===== src/rtl/uart_pkg.sv =====
// Shared types and constants for the UART transmitter: FSM states,
// parity encodings and a frame-length helper.
package uart_pkg;

  typedef enum logic [2:0] {
    ST_IDLE,
    ST_START,
    ST_DATA,
    ST_PARITY,
    ST_STOP
  } uart_state_t;

  localparam int PAR_NONE = 0;
  localparam int PAR_EVEN = 1;
  localparam int PAR_ODD  = 2;

  // Total clock cycles for one frame; an illegal parity code counts as none.
  function automatic int frame_cycles(input int cpb, input int parity, input int stop_bits);
    int p;
    p = ((parity == PAR_EVEN) || (parity == PAR_ODD)) ? 1 : 0;
    return (1 + 8 + p + stop_bits) * cpb;
  endfunction

endpackage


===== src/rtl/uart_baud_gen.sv =====
// Bit-period timer: counts 0..CLKS_PER_BIT-1 and flags the last cycle of
// every bit period. Held at zero while clear is asserted.
module uart_baud_gen #(
  parameter int CLKS_PER_BIT = 16
) (
  input  logic clk,
  input  logic reset,
  input  logic clear,
  output logic bit_done
);

  localparam int CW = $clog2(CLKS_PER_BIT);
  localparam logic [CW-1:0] LAST = CW'(CLKS_PER_BIT - 1);

  logic [CW-1:0] cnt;

  always_ff @(posedge clk or posedge reset) begin
    if (reset) begin
      cnt <= '0;
    end else if (clear || (cnt == LAST)) begin
      cnt <= '0;
    end else begin
      cnt <= cnt + 1'b1;
    end
  end

  assign bit_done = (cnt == LAST);

endmodule


===== src/rtl/uart_tx.sv =====
// UART transmitter: start bit, 8 data bits LSB first, optional parity,
// 1 or 2 stop bits. tx and tx_busy are registered from the next-state decode.
module uart_tx
  import uart_pkg::*;
#(
  parameter int CLKS_PER_BIT = 16,
  parameter int PARITY       = 0,
  parameter int STOP_BITS    = 1
) (
  input  logic       clk,
  input  logic       reset,
  input  logic       tx_start,
  input  logic [7:0] tx_data,
  output logic       tx,
  output logic       tx_busy
);

  localparam bit PAR_EN = (PARITY == PAR_EVEN) || (PARITY == PAR_ODD);
  localparam bit PAR_INV = (PARITY == PAR_ODD);
  localparam logic [2:0] LAST_STOP = (STOP_BITS == 2) ? 3'd1 : 3'd0;

  uart_state_t state_q, state_d;
  logic [2:0]  idx_q, idx_d;
  logic [7:0]  shift_q, shift_d;
  logic        tx_d, busy_d;
  logic        bit_done;
  logic        clear;

  // Counter sits at zero in IDLE so the first START cycle is count 0.
  assign clear = (state_q == ST_IDLE);

  uart_baud_gen #(
    .CLKS_PER_BIT(CLKS_PER_BIT)
  ) u_baud (
    .clk     (clk),
    .reset   (reset),
    .clear   (clear),
    .bit_done(bit_done)
  );

  always_ff @(posedge clk or posedge reset) begin
    if (reset) begin
      state_q <= ST_IDLE;
      idx_q   <= '0;
      shift_q <= '0;
      tx      <= 1'b1;
      tx_busy <= 1'b0;
    end else begin
      state_q <= state_d;
      idx_q   <= idx_d;
      shift_q <= shift_d;
      tx      <= tx_d;
      tx_busy <= busy_d;
    end
  end

  always_comb begin
    state_d = state_q;
    idx_d   = idx_q;
    shift_d = shift_q;

    unique case (state_q)
      ST_IDLE: begin
        if (tx_start) begin
          shift_d = tx_data;
          idx_d   = '0;
          state_d = ST_START;
        end
      end
      ST_START: begin
        if (bit_done) begin
          idx_d   = '0;
          state_d = ST_DATA;
        end
      end
      ST_DATA: begin
        if (bit_done) begin
          if (idx_q == 3'd7) begin
            idx_d   = '0;
            state_d = PAR_EN ? ST_PARITY : ST_STOP;
          end else begin
            idx_d = idx_q + 3'd1;
          end
        end
      end
      ST_PARITY: begin
        if (bit_done) begin
          idx_d   = '0;
          state_d = ST_STOP;
        end
      end
      ST_STOP: begin
        // idx_q counts stop bits here.
        if (bit_done) begin
          if (idx_q == LAST_STOP) begin
            idx_d   = '0;
            state_d = ST_IDLE;
          end else begin
            idx_d = idx_q + 3'd1;
          end
        end
      end
      default: begin
        idx_d   = '0;
        state_d = ST_IDLE;
      end
    endcase
  end

  // Line level decoded from the next state so it changes on the same edge.
  always_comb begin
    tx_d   = 1'b1;
    busy_d = (state_d != ST_IDLE);
    case (state_d)
      ST_START:  tx_d = 1'b0;
      ST_DATA:   tx_d = shift_d[idx_d];
      ST_PARITY: tx_d = (^shift_d) ^ PAR_INV;
      default:   tx_d = 1'b1;
    endcase
  end

endmodule


===== config.mk =====
export PLATFORM = sky130hd
export DESIGN_NAME = uart_tx
export DESIGN_NICKNAME = d
export VERILOG_FILES = /design/src/rtl/uart_pkg.sv /design/src/rtl/uart_baud_gen.sv /design/src/rtl/uart_tx.sv
export SDC_FILE = /design/constraint.sdc
export NUM_CORES = 1
export LEC_CHECK = 0
export BUFFER_PORTS_ARGS = -buffer_cell sky130_fd_sc_hd__buf_2
export CAP_MARGIN = 20
export CORE_MARGIN = 1
export CORE_UTILIZATION = 40
export DETAILED_ROUTE_END_ITERATION = 6
export GPL_ROUTABILITY_DRIVEN = 0
export HOLD_SLACK_MARGIN = 0.12
export PLACE_DENSITY = 0.57
export SYNTH_ARGS = -nofsm -noshare
export SYNTH_HDL_FRONTEND = slang
export SYNTH_SLANG_ARGS = --single-unit

===== constraint.sdc =====
create_clock -name clk -period 4.8 [get_ports clk]
set_input_delay 0.48 -clock clk [delete_from_list [all_inputs] [get_ports clk]]
set_output_delay 0.48 -clock clk [all_outputs]
set_load 0.005 [all_outputs]

=== Yosys cells after proc, flatten, opt, wreduce, memory -nomap -nowiden ===
Index checks and enable logic that the tools add are counted.

* Register bits: 20
* Output and inout port bits: 2
* Logic and storage cells: 45

* Reduce and logical (&&, ||, !) cells: 6
* Multiplexer cells: 21
* Equal/unequal tests: 9
* $add $sub $neg: 2
* Order comparisons: 1

{| class="wikitable"
|+ Operator list
! kind !! count
|-
| 2-to-1 mux 3 bit || 13
|-
| 2-to-1 mux 8 bit || 2
|-
| one-hot mux 3 bit (5 select lines) || 1
|-
| == test 3 x 2 -> 1 bit (second input constant) || 4
|-
| one-hot mux 3 bit (4 select lines) || 1
|-
| parity 8 bit || 1
|-
| == test 3 x 1 -> 1 bit (second input constant) || 2
|-
| == test 3 bit (second input constant) || 2
|-
| zero test 3 bit || 2
|-
| adder 4 x 1 -> 4 bit (second input constant) || 1
|-
| == test 4 bit (second input constant) || 1
|-
| less-than comparator 3 x 4 -> 1 bit (second input constant) || 1
|-
| 2-to-1 mux 4 bit || 1
|-
| adder 3 x 1 -> 3 bit (second input constant) || 1
|-
| binary-select mux 1 bit (select 3 bit) || 1
|-
| one-hot mux 1 bit (3 select lines) || 1
|-
| nonzero test 3 bit || 1
|-
| OR reduction 2 bit || 1
|-
| logical OR 1 bit || 1
|-
| 2-to-1 mux 1 bit || 1
|}

=== Longest topological paths before layout ===
Gate-level depths: netlist of the first run.

* Depth after elaboration: 7
* Gate-level depth with buffers: 9
* Depth with buffers taken out: 9

=== Hierarchy ===
Synthesis of the first run repeated with hierarchy kept, for this count alone.

* Cells, all modules: 107
* Area, all modules: 1248.7 um2

{| class="wikitable"
|+ By module, submodules not included
! module !! area each (um2) !! times used !! seq. area each (um2) !! cells each
|-
| uart_tx || 1073.5 || 1 || 401.6 || 93
|-
| uart_baud_gen || 175.2 || 1 || 100.1 || 14
|}

=== Worst setup path after synthesis of the first run ===
OpenSTA, ideal clock, no wires.

* Path kind: flip-flop to flip-flop
* Start point: register idx_q[0]
* End point: register tx
* Required time: 4728 ps
* Period minus slack after synthesis: 2096 ps
* Setup slack: 2704 ps
* Path buffers: 0
* Arrival time: 2024 ps
* Stages on the path, launching flop included: 9
* Cell sequence: dfrtp_1 ha_1 ha_1 o22ai_1 a22oi_2 or3_4 a2111oi_0 nor4_1 o21ai_1

* Word-level cells in the longest chain between the ends: 7
* Elaborated cells on any way between the ends: 21
* Classes of those cells: add/sub (1); eq/ne (4); mux (15); reduce/logical (1)

{| class="wikitable"
|+ Ends and longest elaborated chain
! element !! RTL line !! RTL
|-
| start: declaration || uart_tx.sv:23 || <nowiki>logic [2:0] idx_q, idx_d;</nowiki>
|-
| start signal: assignment || uart_tx.sv:50 || <nowiki>idx_q <= idx_d;</nowiki>
|-
| adder 3 x 1 -> 3 bit (tied with other cells) || uart_tx.sv:82, uart_tx.sv:99 ||
|-
| 2-to-1 mux 3 bit, on equally long branches || uart_tx.sv:95, uart_tx.sv:78 ||
|-
| 2-to-1 mux 3 bit, on equally long branches || uart_tx.sv:94, uart_tx.sv:77 ||
|-
| one-hot mux 3 bit (4 select lines) || uart_tx.sv:62 || <nowiki>unique case (state_q)</nowiki>
|-
| binary-select mux 1 bit (select 3 bit) || uart_tx.sv:116 || <nowiki>ST_DATA: tx_d = shift_d[idx_d];</nowiki>
|-
| 2-to-1 mux 1 bit (implied by the code) || uart_tx.sv:116 ||
|-
| one-hot mux 1 bit (3 select lines) * || uart_tx.sv:114 || <nowiki>case (state_d)</nowiki>
|-
| net tx_d || uart_tx.sv:25 || <nowiki>logic tx_d, busy_d;</nowiki>
|-
| end signal: assignment || uart_tx.sv:52 || <nowiki>tx <= tx_d;</nowiki>
|-
| end: declaration || uart_tx.sv:14 || <nowiki>output logic tx,</nowiki>
|}

Mark *: on every way through the listed nets, which the timed path passes. The rest lies on a longest branch. The select of a mux whose other input is x is not followed.

=== Final worst setup path of the first run ===
* Start point: register state_q[1]
* End point: register tx

* Elaborated cells on any way between the ends: 23
* Classes of those cells: eq/ne (7); mux (13); reduce/logical (3)

{| class="wikitable"
|+ RTL lines
! element !! RTL line !! RTL
|-
| start: declaration || uart_tx.sv:22 || <nowiki>uart_state_t state_q, state_d;</nowiki>
|-
| start signal: assignment || uart_tx.sv:49 || <nowiki>state_q <= state_d;</nowiki>
|-
| zero test 3 bit * || uart_tx.sv:62 ||
|-
| 2-to-1 mux 8 bit * || uart_tx.sv:62 ||
|-
| net shift_d[6] || uart_tx.sv:24 || <nowiki>logic [7:0] shift_q, shift_d;</nowiki>
|-
| binary-select mux 1 bit (select 3 bit) || uart_tx.sv:116 ||
|-
| 2-to-1 mux 1 bit (implied by the code) || uart_tx.sv:116 ||
|-
| one-hot mux 1 bit (3 select lines) * || uart_tx.sv:114 ||
|-
| net tx_d || uart_tx.sv:25 ||
|}

Marks and branches as above.

==> results of run 1 <==
## worst paths after layout
| kind | slack [ns] | start | depth (start not counted) | to |
|---|---|---|---|---|
| worst max-delay path | 2.26 | state_q[1] | 7 | tx |
| worst min-delay path | 0.29 | reset | 2 | shift_q[6] |
| worst max register to register | 2.26 | state_q[1] | 7 | tx |
| worst min register to register | 0.47 | u_baud.cnt[0] | 1 | u_baud.cnt[0] |
| max in group asynchronous | 4.04 | reset | 2 | tx_busy |
| min in group clk | 0.42 | tx_data[6] | 2 | shift_q[6] |
## sequential cells by signal (all words and copies together), names as in the netlist
name	flops
idx_q	3
shift_q	8
state_q	3
u_baud.cnt	4
tx_busy	1
tx	1
## placed cells by master, fill, tap and decap left out, types with 4 or more instances in the layout
cell type,n
nor4_1,5
nand2_1,4
nor2_1,8
xnor2_1,12
inv_1,10
mux2i_1,4
buf_2,12
ha_1,4
a2111oi_0,4
dfrtp_1,19
mux2_2,5
## logic make-up (layout without fill, tap and decap cells)
| family | count (synthesis) | count (layout) |
|---|---|---|
| DFF | 20 | 20 |
| buffers and inverters | 15 | 26 |
| muxes | 9 | 9 |
| adders and majority gates | 4 | 4 |
| and+or+nand+nor | 39 | 39 |
| xor gates and xnor gates | 15 | 15 |
| AOI/OAI and AO/OA | 17 | 17 |
## per-layer routing
metal | track usage, % | routed length [µm] | vias up
li1 | - | - | 440
met1 | 23.3 | 1080 | 436
met2 | 28.7 | 1170 | 24
met3 | 3.92 | 101 | 6
met4 | 10.5 | 63 | 0
met5 | 0 | 0 | -
## power breakdown
part	leakage, nW	total [mW]	internal [mW]	switching [mW]
combinational	0.299	0.361	0.187	0.174
clock	0.0210	0.0990	0.0463	0.0528
sequential	0.243	0.300	0.236	0.0633
## through the flow
step / cell area (µm²) / total power [mW] / setup slack [ns] / cells
finish: 1300 / 0.760 / 2.26 / 161
CTS: 1300 / 0.763 / 2.25 / 161
global placement: 1260 / 0.655 / 2.34 / 157
floorplan: 1190 / 0.596 / 2.70 / 119
global route: 1300 / 0.829 / 1.95 / 161
detailed placement: 1260 / 0.663 / 2.31 / 157
## area by class of cell
class                      count  area (µm²)  area share [%]
clock buffer                   4        36.3            2.80
inverter                      10        37.5            2.90
multi-input combinational     84         622            48.0
sequential                    20         502            38.7
tap                           31        38.8            2.99
timing repair buffer          12        60.1            4.63
==> results.md, run 1 <==
* Crit end category: register
* Worst-Margin Slew at 0.753 ns
* Drt initial violations at 12
* Synth top cells by count: 19 x dfrtp_1, 12 x xnor2_1, 10 x inv_1
* Pwr/cell area at 586 mW/mm²
* Main combinational cell family by area after synthesis: simple AND/OR/NAND/NOR gates
* Peak supply drop at 0.365 mV
* Dpl hpwl at 1830 µm
* GRT Total Usage at 18.3%
* FILL cells at 272
* Total die area at 0.00321 mm²
* Worst hold path type: in2async
* Fin util at 46.6%
* Share of layout cells above drive strength 1 at 22.3%
* # clock sinks at 20
* Cell taking the most area after synthesis: dfrtp_1
* Crit path largest cell delay at 0.62 ns
* Static leakage at 0.563 nW
* Yosys reg bits at 20
* Post-synth EDFFs at 0
* Die outline width at 56.7 µm
* Number of diodes at 0
* Wire per inst at 15.0 µm
* Routed Antenna Nets at 0
* Pins Over Slew Limit at 0
* Ys async rst share at 100%
* Area Growth Syn to Fin at 8.48%
* Max Cap Viol at 0
* Max clock buf depth at 2
* Slowest CP cell: and2_1
* Ports at 13
* Number of buffers and inverters on the critical path at 1
* Final-stage net count at 146
* Crit-path cells: nor3_1 > and2_1 > mux2_2 > inv_1 > a2111oi_0 > nor4_1 > o21ai_1
* WHS at 0.286 ns
* Global-route wire length before repair at 4420 µm
* Mux share of post-synthesis cell area at 8.06%
* Status: finished clean
* CTS root buf: clkbuf_4
* CP Class: reg2reg
* Critical path required time at 5.03 ns
* Setup bufs post-CTS at 0
* IO Port Bufs at 12
* Synth Instances at 119
* Post-cts resize count at 0
* Setup crit start kind: register
* Cell Area, Synth at 0.00119 mm²
* Area contributors post-synth: dfrtp_1 40%, xnor2_1 8.8%, mux2_2 4.7%, ha_1 4.2%, mux2i_1 3.4%
* Setup_tns at 0 ns
* Yosys cell types at 36
* Avg Synthesized Cell Area at 10.0 µm²
* Core area at 0.00278 mm²
* Unrepaired setup endpoints after global routing: false
* TritonCTS clock tree: yes
* Synth Flop Type: dfrtp_1
* Vias per cell at 5.63
* Later-pin clock latency in the skew report at 0.30 ns
* F_max at 0.393 GHz
* FP Rows at 19
* Xor/xnor share of the synthesized area at 11.0%
* Total CTS buffers at 3
* Final hold violation count at 0
* Post-Synth Simple-Gate Area at 18.8%
* Count leader, synth: dfrtp_1
* Starting Density at 43.0%
* Final Cycle Share at 53.0%
* Post-Synth Adder-Cell Area at 4.19%
* Vias in the first global route at 935
* Max Clock Skew at 0.00445 ns
* Setup violators final at 0
* Register area share after synthesis at 42.0%
* Overflow after GRT at 0
* H-Tree Depth at 1
* Clock slew at reported path FFs at 0.12 ns
* Complex-gate fraction of the synthesized area at 9.95%
* Min Tclk post-route at 2.54 ns
* Via Count at 906
* Share of the synthesized area in the top cell type at 39.8%
* Slew HR at 49.7%
* Final Routed Wirelength at 2410 µm
* Die height at 56.7 µm
* Worst path top cell family by delay: simple AND/OR/NAND/NOR gates
* Post-Syn Nets at 134
* Critical Path AT at 2.77 ns
* Largest net degree at the start of global routing at 21
* Max FO, Critical Path at 15
* Initial antenna violation count at 0
* Iteration count of the initial detailed-routing pass at 4
* Remaining DRCs at 0
* CTS Hold Bufs at 0
* Warnings, synthesis at 0
No activity file was read; power rests on OpenSTA's default activity.
==> run 2, diff against run 1 <==
Settings changed: ABC_AREA from default to 1, PLACE_DENSITY 0.57 to 0.56.
Clock period 4.8 ns to 2.6 ns, I/O delays scaled along.
==> results.md, run 2 <==
* Setup_tns at 0 ns (unchanged)
* Static leakage at 0.978 nW (+74%)
* Critical path required time at 2.80 ns (-2.23 ns)
* Synth Flop Type: dfrtp_1
* Cell taking the most area after synthesis: dfrtp_1
* F_max at 0.517 GHz (+32%)
* Max FO, Critical Path at 9 (-6)
* Ports at 13 (unchanged)
* Setup bufs post-CTS at 0 (unchanged)
* Biggest register: shift_q
* Core area at 0.00366 mm² (+32%)
* Layout Cells excl Fill at 296 (+84%)
* Vias per cell at 4.72 (-16%)
* Area Growth Syn to Fin at 8.15%
* Warnings, synthesis at 0 (unchanged)
* Wire per inst at 11.4 µm (-24%)
* Max clock buf depth at 2 (unchanged)
* Setup crit start kind: register
* Max Cap Viol at 0 (unchanged)
* GRT Total Usage at 19.9% (+1.6 points)
* WHS at 0.147 ns (-0.139 ns)
* Total CTS buffers at 3 (unchanged)
* Worst-Margin Slew at 0.817 ns (+0.0636 ns)
* Yosys cell types at 28 (-22%)
* Register area share after synthesis at 32.7% (-9.3 points)
* Post-Syn Nets at 252 (+88%)
* Top Registers: shift_q (8), u_baud.cnt (4)
* Post-cts resize count at 0 (unchanged)
* Final Cycle Share at 74.4% (+21 points)
* Register area at 502 µm² (unchanged)
* Clock slew at reported path FFs at 0.08 ns (-0.04 ns)
* Vias in the first global route at 1379 (+47%)
* Count leader, synth: nand2_1
* Final instance area at 0.00166 mm² (+28%)
* Min Tclk post-route at 1.94 ns (-0.610 ns)
* Final-stage net count at 264 (+81%)
* Area contributors post-synth: dfrtp_1 31%, nand2_1 27%, inv_1 7.6%, nand3_1 4.2%, o21ai_0 3.6%
* FILL cells at 392 (+44%)
* Share of the synthesized area in the top cell type at 31.0% (-8.8 points)
* Overflow after GRT at 0 (unchanged)
* Peak supply drop at 0.312 mV (-14%)
* Via Count at 1396 (+54%)
* Post-DP Area at 0.00161 mm² (+27%)
* Synth Instances at 237 (+99%)
* Unrepaired setup endpoints after global routing: false
* Crit end category: register
* FP Rows at 22 (+3)
* Final Routed Wirelength at 3390 µm (+41%)
* Die outline width at 64.0 µm (+13%)
* Cell Area, Synth at 0.00154 mm² (+28%)
* Max Clock Skew at 0.00244 ns (-0.00201 ns)
* Starting Density at 41.9% (-1.0 points)
* Synth top cells by count: 109 x nand2_1, 31 x inv_1, 19 x dfrtp_1
* Remaining DRCs at 0 (unchanged)
* Setup ws final at 0.665 ns (-1.59 ns)
* Largest register FFs at 8 (unchanged)
* Slew HR at 45.5% (-4.2 points)
* Area of the multi-input gates at 838 µm² (+35%)
* Most common library cell in the layout ignoring fill and taps: nand2_1
* Placed cells at 292 (+86%)
* Post-Place Setup Slack at 0.687 ns (-1.62 ns)
* Post-synth EDFFs at 0 (unchanged)
* Number of diodes at 0 (unchanged)
* Die height at 64.0 µm (+13%)
* CTS root buf: clkbuf_8
* Worst hold path type: in2async
* Yosys reg bits at 20 (unchanged)
* Routed Antenna Nets at 0 (unchanged)
* Total die area at 0.00409 mm² (+27%)
* H-Tree Depth at 1 (unchanged)
* Ys async rst share at 100% (unchanged)
* Iteration count of the initial detailed-routing pass at 4 (unchanged)
* Later-pin clock latency in the skew report at 0.26 ns (-0.04 ns)
* Avg Synthesized Cell Area at 6.48 µm² (-35%)
* Largest net degree at the start of global routing at 27 (+29%)
* Final hold violation count at 0 (unchanged)
* Commonest non-fill, non-tap cells in the layout: 109 x nand2_1, 31 x inv_1, 19 x dfrtp_1
* CTS Hold Bufs at 0 (unchanged)
* Pwr/cell area at 352 mW/mm² (-40%)
* IO Port Bufs at 12 (unchanged)
* Setup violators final at 0 (unchanged)
* Status: finished clean
* Critical Path AT at 2.13 ns (-0.64 ns)
* Global-route wire length before repair at 6360 µm (+44%)
* CP Class: reg2reg
* Initial antenna violation count at 0 (unchanged)
* Share of layout cells above drive strength 1 at 13.7% (-8.6 points)
* Drt initial violations at 75 (+63)
* Dpl hpwl at 2460 µm (+34%)
* TritonCTS clock tree: yes
* # clock sinks at 20 (unchanged)
* Pins Over Slew Limit at 0 (unchanged)
-- run 2: cell count changes in the layout (fill, tap and decap cells not counted), moves of 4 or more --
cell,previous run,this run
nand2_1,4,109
mux2i_1,4,0
mux2_2,5,0
o21ai_0,3,11
nand4_1,0,8
nor4_1,5,0
inv_1,10,31
xnor2_1,12,1
a2111oi_0,4,0
nand2_2,1,7
nand3_1,3,13
-- run 2: worst paths after layout --
check | startpoint | to | slack [ns] | cells past startpoint
setup / recovery | u_baud.cnt[0] | tx | 0.66 | 13
hold / removal | reset | idx_q[0] | 0.15 | 2
setup reg to reg | u_baud.cnt[0] | tx | 0.66 | 13
hold reg to reg | u_baud.cnt[0] | u_baud.cnt[0] | 0.47 | 1
max in group asynchronous | reset | tx_busy | 1.95 | 2
min in group clk | tx_data[1] | shift_q[1] | 0.35 | 5
-- run 2: area by class of cell --
class                      instances  share of cell area, %
tap                               48                   3.62
clock buffer                       4                   3.32
inverter                          35                   8.74
multi-input combinational        177                   50.5
sequential                        20                   30.2
timing repair buffer              12                   3.62
-- run 2: critical path: stages (launching register included) --
cell,delay [ns]
dfrtp_1,0.40
ha_1,0.24
nand3_2,0.16
bufinv_8,0.22
nand2_1,0.05
nor2_1,0.04
nor2_2,0.22
nand2_2,0.13
nand2_1,0.08
nand3_1,0.07
nand2_1,0.06
nand2_1,0.05
nand3_1,0.08
nand2_1,0.06
-- run 2: metrics by stage --
stage                     utilization (%)  power, mW
final                                45.4      0.584
after global routing                 45.4      0.609
after CTS                            45.4      0.593
after detailed placement             43.8      0.348
after global placement               43.8      0.348
after floorplan                         -      0.338
-- run 2: kinds of logic (layout without fill, tap and decap cells) --
| family | Yosys count | after routing | share of synthesized area (%) |
|---|---|---|---|
| compound gates | 19 | 19 | 6.85 |
| xor+xnor | 2 | 2 | 1.14 |
| fa+ha+maj | 4 | 4 | 3.26 |
| buf+inv | 40 | 51 | 12.7 |
| flops | 20 | 20 | 32.7 |
| simple gates | 152 | 152 | 43.4 |
-- run 2: where the power goes --
part | total [mW] | internal, mW | switching, mW
clock | 0.243 | 0.135 | 0.109
sequential | 0.311 | 0.311 | 0
combinational | 0.0300 | 0.00975 | 0.0203
-- run 2: per-layer routing --
layer	GRT usage, %	share of wire (%)	vias up
met5	0	0	-
met4	3.98	0.53	0
met3	3.21	3.1	2
met2	33.8	46	22
met1	26.5	51	615
li1	-	-	757
==> run 3, diff against run 2 <==
Settings changed: PLACE_DENSITY 0.56 to 0.58.
Clock period 2.6 ns to 1.6 ns, I/O delays scaled along.
==> results.md, run 3 (synthesized netlist as in run 2, its figures left out) <==
* Most repeated library cell on the critical path: nand2_1
* HP Start: tx_data[1]
* Failing checks: design-rule violations, negative setup slack
* Min Tclk post-route at 1.67 ns (-0.266 ns)
* Number of buffers and inverters on the critical path at 1 (unchanged)
* Worst-Margin Slew at 0.405 ns (-0.412 ns)
* Final Routed Wirelength at 3720 µm (+9.9%)
* Biggest register: shift_q
* Most common library cell in the layout ignoring fill and taps: nand2_1
* Core area at 0.00366 mm² (unchanged)
* Max clock buf depth at 2 (unchanged)
* Slew HR at 72.9% (+27 points)
* Wire per inst at 11.2 µm (-2.3%)
* Share of layout cells above drive strength 1 at 32.3% (+19 points)
* Routed Antenna Nets at 0 (unchanged)
* Worst path top cell family by delay: simple AND/OR/NAND/NOR gates
* Vias per cell at 4.69 (-0.54%)
* Critical path required time at 1.79 ns (-1.01 ns)
* Pins Over Slew Limit at 0 (unchanged)
* TritonCTS clock tree: yes
* Vias in the first global route at 1362 (-1.2%)
* Largest register FFs at 8 (unchanged)
* Final instance area at 0.00209 mm² (+26%)
* Crit. Startpoint: idx_q[0]
* Initial antenna violation count at 0 (unchanged)
* Crit path largest cell delay at 0.40 ns (about the same)
* CTS root buf: clkbuf_8
* Via Count at 1562 (+12%)
* Worst hold path type: in2reg
* Slowest CP cell: dfrtp_1
* Setup crit start kind: register
* Max Cap Viol at 0 (unchanged)
* FP Rows at 22 (unchanged)
* Crit end category: register
* Largest net degree at the start of global routing at 25 (-7.4%)
* GRT Total Usage at 19.7% (-0.25 points)
* FILL cells at 349 (-11%)
* Iteration count of the initial detailed-routing pass at 6 (+2)
* Area Growth Syn to Fin at 36.3%
* Peak supply drop at 0.392 mV (+26%)
* Overflow after GRT at 0 (unchanged)
* H-Tree Depth at 1 (unchanged)
* Die height at 64.0 µm (unchanged)
* Ports at 13 (unchanged)
* Pwr/cell area at 453 mW/mm² (+29%)
* Total die area at 0.00409 mm² (unchanged)
* Remaining DRCs at 1 (+1)
* Post-DP Area at 0.00190 mm² (+19%)
* Setup ws final at -0.0693 ns (-0.734 ns)
* Max FO, Critical Path at 5 (-4)
* Clock slew at reported path FFs at 0.08 ns (about the same)
* Static leakage at 1.16 nW (+19%)
* Later-pin clock latency in the skew report at 0.26 ns (about the same)
* Pwr Total at 949 µW (+62%)
* CP Class: reg2reg
* Critical Path AT at 1.86 ns (-0.27 ns)
* Final-stage net count at 301 (+14%)
* Final hold violation count at 0 (unchanged)
* Crit-path cells: ha_2 > ha_4 > inv_4 > nand3_2 > nand2_1 > nand2_1 > nand2_2 > nand2_4 > nand2_2 > nand3_2 > nand2_1 > nand2_1 > nand3_1 > nand2_1
* Unrepaired setup endpoints after global routing: true
* Starting Density at 41.9% (unchanged)
* IO Port Bufs at 12 (unchanged)
* Commonest non-fill, non-tap cells in the layout: 101 x nand2_1, 32 x buf_4, 29 x inv_1
* # clock sinks at 20 (unchanged)
* Reg-to-reg startpoint: idx_q[0]
* Fin util at 57.2% (+12 points)
* Max Clock Skew at 0.00649 ns (+0.00405 ns)
* Setup violators final at 1 (+1)
* Die outline width at 64.0 µm (unchanged)
* Total CTS buffers at 3 (unchanged)
* Drt initial violations at 79 (+5.3%)
* Dpl hpwl at 2810 µm (+14%)
* Status: complete, but fails checks
* Number of diodes at 0 (unchanged)
* F_max at 0.599 GHz (+16%)
* Final Cycle Share at 104% (+30 points)
* Top Registers: shift_q (8), u_baud.cnt (4)
* Global-route wire length before repair at 6170 µm (-3.0%)
[run 3: cell count changes in the layout (fill, tap and decap cells not counted), sizes merged]
cell,previous run,this run
buf,12,48
bufinv,1,0
dlygate4sd3,0,1
inv,34,35
[run 3: cell type report]
type                            instances  area, µm²  area share (%)
Sequential cell                        20        502            24.0
Timing Repair Buffer                   49        382            18.2
Clock buffer                            4       55.1            2.63
Tap cell                               48       60.1            2.87
Inverter                               35        141            6.75
Multi-Input combinational cell        177        953            45.5
[run 3: report_power, final]
group | switching (mW) | internal [mW] | leakage, nW | total (mW)
combinational | 0.0351 | 0.0240 | 0.918 | 0.0591
clock | 0.165 | 0.219 | 0.0288 | 0.384
sequential | 0 | 0.505 | 0.214 | 0.505
[run 3: worst register-to-register path, cell delays in order (launching register included)]
cell	delay, ns
dfrtp_1	0.40
ha_2	0.21
ha_4	0.16
inv_4	0.05
nand3_2	0.07
nand2_1	0.07
nand2_1	0.06
nand2_2	0.12
nand2_4	0.10
nand2_2	0.09
nand3_2	0.05
nand2_1	0.07
nand2_1	0.04
nand3_1	0.07
nand2_1	0.06
[run 3: routing by layer]
| metal | vias up | global-route usage, % | part of all wire (%) |
|---|---|---|---|
| met4 | 0 | 6.25 | 0.38 |
| met3 | 2 | 2.14 | 3.3 |
| met1 | 699 | 26.9 | 49 |
| li1 | 833 | - | - |
| met2 | 28 | 32.2 | 48 |
| met5 | - | 0 | 0 |
[run 3: metrics by stage]
stage / setup TNS, ns / std cells / setup slack, ns / hold slack (ns)
floorplan: 0 / 237 / 0.0187 / 0.123
CTS: -0.0411 / 332 / -0.0411 / 0.330
finish: -0.0693 / 333 / -0.0693 / 0.336
detailed placement: -0.162 / 325 / -0.126 / 0.164
global route: -0.388 / 333 / -0.198 / 0.372
global placement: -0.0808 / 325 / -0.0772 / 0.151
[run 3: worst paths after layout]
path	slack [ns]	depth (start not counted)	end
setup reg to reg	-0.07	14	tx
hold / removal	0.34	6	shift_q[1]
max in group asynchronous	0.67	4	idx_q[0]
hold reg to reg	0.58	2	u_baud.cnt[0]
setup / recovery	-0.07	14	tx
min in group asynchronous	0.42	3	shift_q[1]
[run 3: what timing repair did]
item                                    4_1_cts  5_1_grt
hold buffers                                  1        0
resized for setup                            18       13
pin swaps                                    16       16
endpoints found under the hold margin         8        0
buffers inserted                              2        1
endpoints found under the setup margin        2        3
